File: src/rtl/sort_stream_oet.sv
// Sequential odd-even transposition sorter: accepts one N-element vector,
// runs N compare-exchange phases (one per clock), then presents the result.
module sort_stream_oet #(
  parameter int WIDTH = 8,
  parameter int N     = 8,
  parameter int CNT_W = $clog2(N + 1)
) (
  input  logic                 clk,
  input  logic                 rst,
  input  logic                 in_valid,
  output logic                 in_ready,
  input  logic [N*WIDTH-1:0]   in_data,
  input  logic                 in_desc,
  output logic                 out_valid,
  input  logic                 out_ready,
  output logic [N*WIDTH-1:0]   out_data,
  output logic                 busy,
  output logic [1:0]           dbg_state
);

  // Handshakes: a transfer happens at a rising edge where valid && ready.
  // in_ready is high only in IDLE; out_valid only in DONE, and out_data
  // stays stable while out_valid is high and out_ready is low.

  typedef enum logic [1:0] {
    IDLE = 2'd0,
    SORT = 2'd1,
    DONE = 2'd2
  } state_e;

  state_e               state_q, state_d;
  logic [CNT_W-1:0]     cnt_q, cnt_d;
  logic                 desc_q, desc_d;
  logic [N*WIDTH-1:0]   elem_q, elem_d;
  logic [N*WIDTH-1:0]   phase_res;

  // One phase of disjoint compare-exchanges; pairs start at even indices on
  // even phases and odd indices on odd phases, so no pair feeds another.
  always_comb begin
    logic [WIDTH-1:0] lo;
    logic [WIDTH-1:0] hi;
    logic             swap;
    phase_res = elem_q;
    lo        = '0;
    hi        = '0;
    swap      = 1'b0;
    for (int i = 0; i < N - 1; i++) begin
      if ((i % 2) == int'(cnt_q[0])) begin
        lo   = elem_q[i*WIDTH +: WIDTH];
        hi   = elem_q[(i+1)*WIDTH +: WIDTH];
        swap = desc_q ? (lo < hi) : (lo > hi);
        if (swap) begin
          phase_res[i*WIDTH +: WIDTH]     = hi;
          phase_res[(i+1)*WIDTH +: WIDTH] = lo;
        end
      end
    end
  end

  always_comb begin
    state_d = state_q;
    cnt_d   = cnt_q;
    desc_d  = desc_q;
    elem_d  = elem_q;
    case (state_q)
      IDLE: begin
        if (in_valid) begin
          elem_d  = in_data;
          desc_d  = in_desc;
          cnt_d   = '0;
          state_d = SORT;
        end
      end
      SORT: begin
        elem_d = phase_res;
        cnt_d  = cnt_q + CNT_W'(1);
        if (cnt_q == CNT_W'(N - 1)) begin
          state_d = DONE;
        end
      end
      DONE: begin
        if (out_ready) begin
          state_d = IDLE;
        end
      end
      default: state_d = IDLE;
    endcase
  end

  always_ff @(posedge clk) begin
    if (rst) begin
      state_q <= IDLE;
      cnt_q   <= '0;
      desc_q  <= 1'b0;
      elem_q  <= '0;
    end else begin
      state_q <= state_d;
      cnt_q   <= cnt_d;
      desc_q  <= desc_d;
      elem_q  <= elem_d;
    end
  end

  assign in_ready  = (state_q == IDLE);
  assign out_valid = (state_q == DONE);
  assign busy      = (state_q == SORT) || (state_q == DONE);
  assign out_data  = elem_q;
  assign dbg_state = state_q;

endmodule

File: config.mk
export PLATFORM = sky130hd
export DESIGN_NAME = sort_stream_oet
export DESIGN_NICKNAME = d
export VERILOG_FILES = /design/src/rtl/sort_stream_oet.sv
export SDC_FILE = /design/constraint.sdc
export NUM_CORES = 1
export LEC_CHECK = 0
export BUFFER_PORTS_ARGS = -buffer_cell sky130_fd_sc_hd__buf_2
export CORE_MARGIN = 5
export CORE_UTILIZATION = 40
export CTS_CLUSTER_SIZE = 14
export DETAILED_ROUTE_END_ITERATION = 12
export GPL_TIMING_DRIVEN = 0
export PLACE_DENSITY = 0.72
export SETUP_SLACK_MARGIN = 0.3
export SYNTH_ARGS = -nofsm -noshare
export SYNTH_HDL_FRONTEND = slang
export SYNTH_SLANG_ARGS = --single-unit
File: constraint.sdc
create_clock -name clk -period 2.9 [get_ports clk]
set_clock_uncertainty 0.2 [all_clocks]
set_input_delay 0.29 -clock clk [delete_from_list [all_inputs] [get_ports clk]]
set_output_delay 0.29 -clock clk [all_outputs]
set_load 0.02 [all_outputs]
Word level (Yosys, flattened, before mapping)
Index checks and enable logic that the tools add are counted.
W data, S select, Z words.
{ "classes": {"addsub": 1, "n_lt_le_gt_ge": 14, "eq_ne": 9, "mux": 29, "n_reduce_logical": 8} }
{ "ops": {"columns": ["cell", "n"], "rows": [
  ["$mux W16", 14],
  ["$pmux W64 S2", 1],
  ["$mux W64", 1],
  ["$gt A8 B8 Y1", 7],
  ["$lt A8 B8 Y1", 7],
  ["$ne A2 B2 Y1 const B", 5],
  ["$pmux W4 S2", 1],
  ["$reduce_and A4 Y1", 2],
  ["$mux W1", 7],
  ["$mux W2", 3],
  ["$pmux W2 S3", 1],
  ["$add A4 B1 Y4 const B", 1],
  ["$eq A4 B3 Y1 const B", 1],
  ["$mux W4", 1],
  ["$reduce_and A2 Y1", 2],
  ["$reduce_and A3 Y1", 1],
  ["$eq A2 B1 Y1 const B", 1],
  ["$eq A2 B2 Y1 const B", 1],
  ["$logic_not A2 Y1", 1],
  ["$ne A2 B1 Y1 const B", 1],
  ["$reduce_bool A2 Y1", 1],
  ["$logic_or A1 B1 Y1", 1]
]} }
{ "totals": {"ff_bits": 71, "inputBits": 69, "output_inout_bits": 69, "elab_cells": 67} }

Depth between registers and ports, before layout
Gate-level depths: netlist of run 1.
{ "depth": {"depth_word": 17, "mapped_depth": 11, "depth_no_buf": 9} }

Worst setup path after synthesis of run 1
No wires, ideal clock.
{ "synth_timing": {"kind": "reg-to-reg", "from": "reg elem_q[9] (netlist: out_data[9])", "to": "reg elem_q[9] (netlist: out_data[9])", "setup_ns": 0.131, "arrival_time_ns": 2.475, "required_time_ns": 2.569, "slack_ns": 0.094, "path_stages_with_launch": 11, "n_path_buf": 1, "synth_period_minus_slack_ns": 2.806, "cell_sequence": "dfxtp_1 -> inv_1 -> ha_1 -> nor2b_2 -> o211ai_2 -> a211o_1 -> a311oi_4 -> buf_6 -> mux2_1 -> mux2i_1 -> o22ai_1"} }
{ "synth_between": {"elab_chain_len": 7, "elab_cells_between_ends": 11, "classes_between": "4 x order compare; 7 x mux"} }
{ "synth_lines": {"columns": ["item", "line_no", "text"], "rows": [
  ["start: declaration", "34", "logic [N*WIDTH-1:0] elem_q, elem_d;"],
  ["start signal: assignment", "100", "elem_q <= elem_d;"],
  ["$gt A8 B8 Y1 / $lt A8 B8 Y1 (equally long branches)", "51", "swap = desc_q ? (lo < hi) : (lo > hi);"],
  ["$mux W1", "51", null],
  ["$mux W16", "52", "if (swap) begin"],
  ["$mux W16", "48", "if ((i % 2) == int'(cnt_q[0])) begin"],
  ["$mux W16", "52", null],
  ["$mux W16 (*)", "48", null],
  ["$pmux W64 S2 (*)", "65", "case (state_q)"]
]} }
Mark *: on every way between the ends. The rest lies on a longest branch, timed or not. The select of a mux whose other input is x is not followed.
A chain may end at the register's enable or synchronous reset.

Worst setup path in the final report of run 1
{ "layout_timing": {"from": "reg elem_q[12] (netlist: out_data[12])", "to": "reg elem_q[14] (netlist: out_data[14])"} }
The elaborated chain is that of the path after synthesis.

==> results of run 1 <==
==> layer usage <==
metal	track usage, %	vias up	routed length (um)
li1	-	3150	-
met2	39.2	433	11200
met4	12.5	0	938
met5	0	-	0
met1	33.4	3356	9850
met3	4.85	80	2120
==> Yosys cell counts (9+ instances only) <==
master     n  area [sq um]
dfxtp_1   71          1420
a21oi_1   62           310
inv_1     61           229
ha_1      60           751
mux2i_1   45           450
nor2_1    41           154
clkbuf_1  38           143
o21ai_0   28           140
nand2_1   25          93.8
a22oi_1   19           143
and3_1    19           119
nor3_1    19          95.1
a221oi_1  16           140
a211oi_1  14           105
nand4_1   14          87.6
o32ai_1   14           123
o22ai_1   13          81.3
or3_1     13          81.3
nand3_1   12          60.1
a41oi_1    9          78.8
==> report_power, final <==
part	switching, mW	total [mW]	internal, mW
Combinational	5.42	9.62	4.21
Sequential	0.698	2.13	1.43
Clock	0.465	1.18	0.712
==> stage by stage <==
stage	cell area [sq um]	setup TNS (ns)	util (%)	cells	total power [mW]
2_1_floorplan	5920	0	-	711	6.91
3_3_place_gp	6830	-0.00749	47.2	1031	8.77
3_5_place_dp	6830	-0.0242	47.2	1031	8.85
4_1_cts	7640	0	52.8	1074	11.1
5_1_grt	8280	0	57.2	1094	13.6
6_report	8280	0	57.2	1094	12.9
==> worst max-delay path: stages (launching register included) <==
cell and delay [ns]:
dfxtp_4 0.39, inv_1 0.11, ha_4 0.30, nand4_1 0.17
nor2_4 0.21, a2111oi_4 0.07, a311oi_4 0.38, buf_4 0.18
mux2_4 0.29, mux2i_1 0.18, a211oi_2 0.09
==> sequential cells by signal, indices dropped and copies added, names as in the netlist <==
name and count:
dbg_state 2, desc_q 1, out_data 64, cnt_q 4
==> final timing paths <==
check        slack (ns)                       from                   endpoint  depth (start not counted)
min                0.01                in_data[58]  out_data[58]$_SDFFE_PP0P_                          3
max                0.17  out_data[12]$_SDFFE_PP0P_  out_data[14]$_SDFFE_PP0P_                         10
max reg2reg        0.17  out_data[12]$_SDFFE_PP0P_  out_data[14]$_SDFFE_PP0P_                         10
min reg2reg        0.34  out_data[59]$_SDFFE_PP0P_  out_data[59]$_SDFFE_PP0P_                          2
==> cell families after synthesis <==
kind of cell,after synthesis
AO/OA/AOI/OAI,249
AND/OR/NAND/NOR,165
buffers and inverters,113
adder cells (fa/ha/maj),60
XOR/XNOR,1
multiplexers,52
flip-flops,71
==> final cells by class <==
class | count | area, sq um | area share [%]
clock buffers | 11 | 253 | 3.05
repair buffers | 184 | 1110 | 13.4
well taps | 184 | 230 | 2.78
multi-input cells | 527 | 4540 | 54.8
plain buffers | 51 | 305 | 3.69
inverters | 62 | 240 | 2.90
flip-flops and latches | 71 | 1550 | 18.7
clock inverters | 4 | 53.8 | 0.650
==> repair_timing <==
action                                 CTS  global route
setup endpoints to repair               66            68
gates resized for setup                 90           130
hold buffers                             5             0
pin swaps                               20            39
gates cloned                             1             0
buffers inserted                        22            20
endpoints found under the hold margin    5             0
==> flow_summary_export.csv, run 1 <==
group,metric,value,unit
drt,drt_iter0_markers,800,
timing,maxSlewHeadroom,36.4,%
worst_hold_path,hold_class,"primary input to flop",
global_route,globalRouteOverflowTotal,0,
die,core-area,14500,sq um
logic_synthesis,syn_area_per_cell,8.26,sq um
cells_and_area,nFillCells,1233,
power,power.density,1560,nW/um^2
timing,fin_crit_sh,94.1,%
logic_synthesis,synth_warnings,0,
cts,cts_made_buffers,9,
die,dieArea,17200,sq um
timing,setup_viol,0,
placed_design,portBuffers,136,
die,die_x,131,um
global_route,antenna_found_initial,0,
drt,postRouteAntennaNets,0,
drt,via_per_inst,6.42,
status,status,"completed",
logic_synthesis,ys.flop_type,"dfxtp_1",
timing,timing.fmax,0.366,GHz
placed_design,place_congestion,0.875,
logic_synthesis,muxShareOfSynthArea,9.02,%
logic_synthesis,synth_edf_count,0,
placed_design,hpwl,16.5,mm
cells_and_area,drive_gt1_share,42.2,%
timing,rsz0062_at_grt,"true",
logic_synthesis,synth_area,5870,sq um
setup_path,cp-start-kind,"flop",
cells_and_area,nets,1035,
cells_and_area,layout_commonest_cell,"buf_2",
drt,drcViolationCount,0,
setup_path,end_kind,"flop",
setup_path,cp_data_arrival_time,2.72,ns
logic_synthesis,synthDistinctLibCells,59,
logic_synthesis,syn_inst,711,
die,start_util,40.5,%
logic_synthesis,yosys.area_share.adder,12.8,%
logic_synthesis,async_flop_share,0,%
drt,wl,24.1,mm
cts,htreeDepth,3,
setup_path,crit_path_max_fanout,6,
logic_synthesis,postSynthRegisterBits,71,
cts,clock_latency,0.35,ns
cts,cts_buffer_depth,2,
cts,clock_sinks,71,
drt,wl_per_cell,22.1,um
logic_synthesis,syn_nets,840,
die,ios,138,
logic_synthesis,synth_top_family_by_area,"compound AO/OA/AOI/OAI gates",
logic_synthesis,synth-simple-area-share,14.6,%
cts,clk_pin_slew,0.06,ns
power,vdd_drop_max,783,uV
placed_design,pre_cts_slack,-0.0125,ns
logic_synthesis,yosysSeqAreaShare,24.2,%
cts,cts-root-buf,"clkbuf_16",
timing,holdWs,0.0149,ns
setup_path,critical_path_class,"flop to flop",
timing,slew_viol_final,0,
die,num_rows,44,
timing,min_period,2.73,ns
timing,tightest_slew,0.955,ns
logic_synthesis,yosys.area_share.xor_xnor,0.149,%
global_route,grt_pass1_wl,35.8,mm
setup_path,crit_required,2.89,ns
drt,drtPass1Iterations,7,
timing,final_hold_viol_count,0,
cells_and_area,area_growth,41.0,%
die,dieHeight,131,um
drt,vias,7019,
global_route,first_global_vias,6597,
cells_and_area,mostFrequentLayoutCells,"buf_2, a21oi_1, inv_1, ha_1, nor2_1",
timing,worst_slack,0.171,ns
global_route,track_usage,25.2,%
global_route,grt_max_degree,13,
power,power.leakage,3.49,nW
cts,cts_tree,"done",
cells_and_area,n_antenna_cell,0,
logic_synthesis,synth_compound_area_share,31.5,%
job,max_cap_viol_count,0,
No activity file was read; power rests on OpenSTA's default activity.
==> run 2, diff against run 1 <==
Settings changed: ABC_AREA from default to 1, REMOVE_ABC_BUFFERS from default to 1.
==> flow_summary_export.csv, run 2 <==
group,metric,value,unit
logic_synthesis,synth_edf_count,0,
setup_path,path_cells,"inv_1 -> ha_4 -> inv_4 -> buf_12 -> o21ai_4 -> buf_12 -> clkinvlp_4 -> buf_12 -> a21oi_1 -> a21oi_1",
status,status,"completed",
setup_path,crit_required,2.93,ns
die,core-area,15900,sq um
setup_path,end_kind,"flop",
global_route,first_global_vias,6652,
logic_synthesis,async_flop_share,0,%
timing,final_hold_viol_count,0,
logic_synthesis,yosys-top-cells-area,"dfxtp_1, nand2_1, ha_1",
cts,cts_buffer_depth,2,
drt,postRouteAntennaNets,0,
placed_design,portBuffers,137,
global_route,antenna_found_initial,0,
logic_synthesis,synth_compound_area_share,15.9,%
cts,htreeDepth,3,
logic_synthesis,synth-simple-area-share,37.7,%
timing,timing.fmax,0.393,GHz
logic_synthesis,ys.flop_type,"dfxtp_1",
die,die_x,138,um
global_route,grt_pass1_wl,34.1,mm
cts,clk_pin_slew,0.06,ns
timing,holdWs,0.0238,ns
setup_path,r2r_cells,10,
setup_path,ff2ff_setup_slack,0.36,ns
timing,fin_setup_tns,0,ns
setup_path,cp-start-kind,"flop",
timing,tightest_slew,0.970,ns
logic_synthesis,synth_top_area_share,21.8,%
timing,maxSlewHeadroom,35.2,%
global_route,track_usage,22.5,%
die,start_util,40.8,%
cells_and_area,n_antenna_cell,0,
logic_synthesis,synthTopCellsByCount,"nand2_1, inv_1, a21oi_1",
die,dieArea,18900,sq um
cells_and_area,mostFrequentLayoutCells,"nand2_1, inv_1, buf_2, a21oi_1, nand3_1",
drt,drcViolationCount,0,
cts,clock_latency,0.36,ns
cts,cts_tree,"done",
logic_synthesis,synth.most_common_cell,"nand2_1",
placed_design,hpwl,14.5,mm
logic_synthesis,syn_inst,1042,
global_route,globalRouteOverflowTotal,0,
setup_path,r2r-start,"dbg_state[1]$_SDFFE_PP0P_",
logic_synthesis,yosys.area_share.adder,11.5,%
cts,cts-root-buf,"clkbuf_16",
timing,setup_viol,0,
timing,fin_crit_sh,87.7,%
drt,wl,21.7,mm
cells_and_area,largest_reg_flops,64,
setup_path,critical_path_class,"flop to flop",
drt,wl_per_cell,15.7,um
logic_synthesis,synth_area,6510,sq um
setup_path,r2r-end,"out_data[25]$_SDFFE_PP0P_",
cts,cts_made_buffers,9,
setup_path,crit_start,"dbg_state[1]$_SDFFE_PP0P_",
setup_path,critPathBufInv,6,
logic_synthesis,postSynthRegisterBits,71,
drt,vias,7365,
worst_hold_path,hold_class,"primary input to flop",
setup_path,slowest_delay,0.33,ns
die,ios,138,
global_route,grt_max_degree,59,
drt,via_per_inst,5.34,
timing,min_period,2.54,ns
cells_and_area,nets,1288,
logic_synthesis,syn_area_per_cell,6.25,sq um
setup_path,cp_num_cells,10,
cells_and_area,layout_commonest_cell,"nand2_1",
cts,ctsHoldBuffers,0,
cells_and_area,area_growth,20.4,%
drt,drt_iter0_markers,515,
drt,drtPass1Iterations,5,
logic_synthesis,muxShareOfSynthArea,0,%
timing,slew_viol_final,0,
logic_synthesis,yosys.area_share.xor_xnor,0,%
timing,rsz0062_at_grt,"true",
logic_synthesis,yosysSeqAreaShare,21.8,%
logic_synthesis,yosysTopAreaCell,"dfxtp_1",
die,dieHeight,138,um
cts,clock_sinks,71,
setup_path,cp_top_family,"buffers and inverters",
setup_path,crit_path_max_fanout,32,
die,num_rows,46,
job,max_cap_viol_count,0,
cells_and_area,drive_gt1_share,20.2,%
setup_path,crit_top_cell,"buf_12",
setup_path,cp_slowest_cell,"dfxtp_1",
setup_path,cp_data_arrival_time,2.58,ns
placed_design,place_congestion,0.864,
logic_synthesis,synth_top_family_by_area,"simple AND/OR/NAND/NOR gates",
setup_path,crit_path_end,"out_data[25]$_SDFFE_PP0P_",
logic_synthesis,synthDistinctLibCells,33,
logic_synthesis,synth_warnings,0,
[run 2: worst min path at each step]
stage               slack, ns  cells past startpoint                  start                   endpoint
CTS                      0.02                      3            in_data[28]  out_data[28]$_SDFFE_PP0P_
detailed placement       0.28                      2  cnt_q[1]$_SDFFE_PP0P_      cnt_q[1]$_SDFFE_PP0P_
floorplan                0.16                      1                    rst      cnt_q[1]$_SDFFE_PP0P_
finish                   0.02                      3            in_data[20]  out_data[20]$_SDFFE_PP0P_
global placement         0.27                      2  cnt_q[1]$_SDFFE_PP0P_      cnt_q[1]$_SDFFE_PP0P_
global route             0.03                      3            in_data[32]  out_data[32]$_SDFFE_PP0P_
[run 2: tightest hold or removal path: stages]
cell	delay, ns
buf_2	0.07
a21oi_1	0.05
a21oi_1	0.12
[run 2: cell families (layout without fill, tap and decap cells)]
family,count (synthesis),count (layout)
buf+inv,203,324
fa+ha+maj,60,60
compound gates,191,192
simple gates,517,517
flops,71,71
[run 2: timing repair]
item	in CTS	in global routing
gates cloned	4	1
setup buffers	11	6
pin swaps	2	5
endpoints found under the setup margin	68	67
resized for setup	11	24
[run 2: per-layer routing]
metal	track usage, %	wire [um]	vias to the layer above
li1	-	-	3709
met4	8.09	463	0
met5	0	0	-
met2	35.7	9890	269
met1	31.4	9780	3355
met3	2.85	1520	32
[run 2: area by class of cell]
| class | count | area, sq um |
|---|---|---|
| inverter | 147 | 562 |
| timing repair buffer | 158 | 911 |
| clock buffer | 13 | 260 |
| timing repair inverter | 3 | 22.5 |
| multi-input combinational | 769 | 4350 |
| sequential | 71 | 1440 |
| clock inverter | 3 | 17.5 |
| fill | 1650 | 8110 |
| tap | 216 | 270 |
[run 2: metrics by stage]
step	util, %	cell area, sq um	worst slack (ns)	instances
after global placement	45.0	7170	-7.53	1339
after global routing	49.1	7830	0.274	1380
after CTS	48.2	7680	0.287	1373
after detailed placement	45.4	7240	-0.869	1342
final	49.1	7830	0.356	1380
after floorplan	-	6210	-3.21	986
Power of run 2 is left out: the tool's default activity adds up to more than one toggle a clock period on the data nets, which glitch-free logic cannot reach.
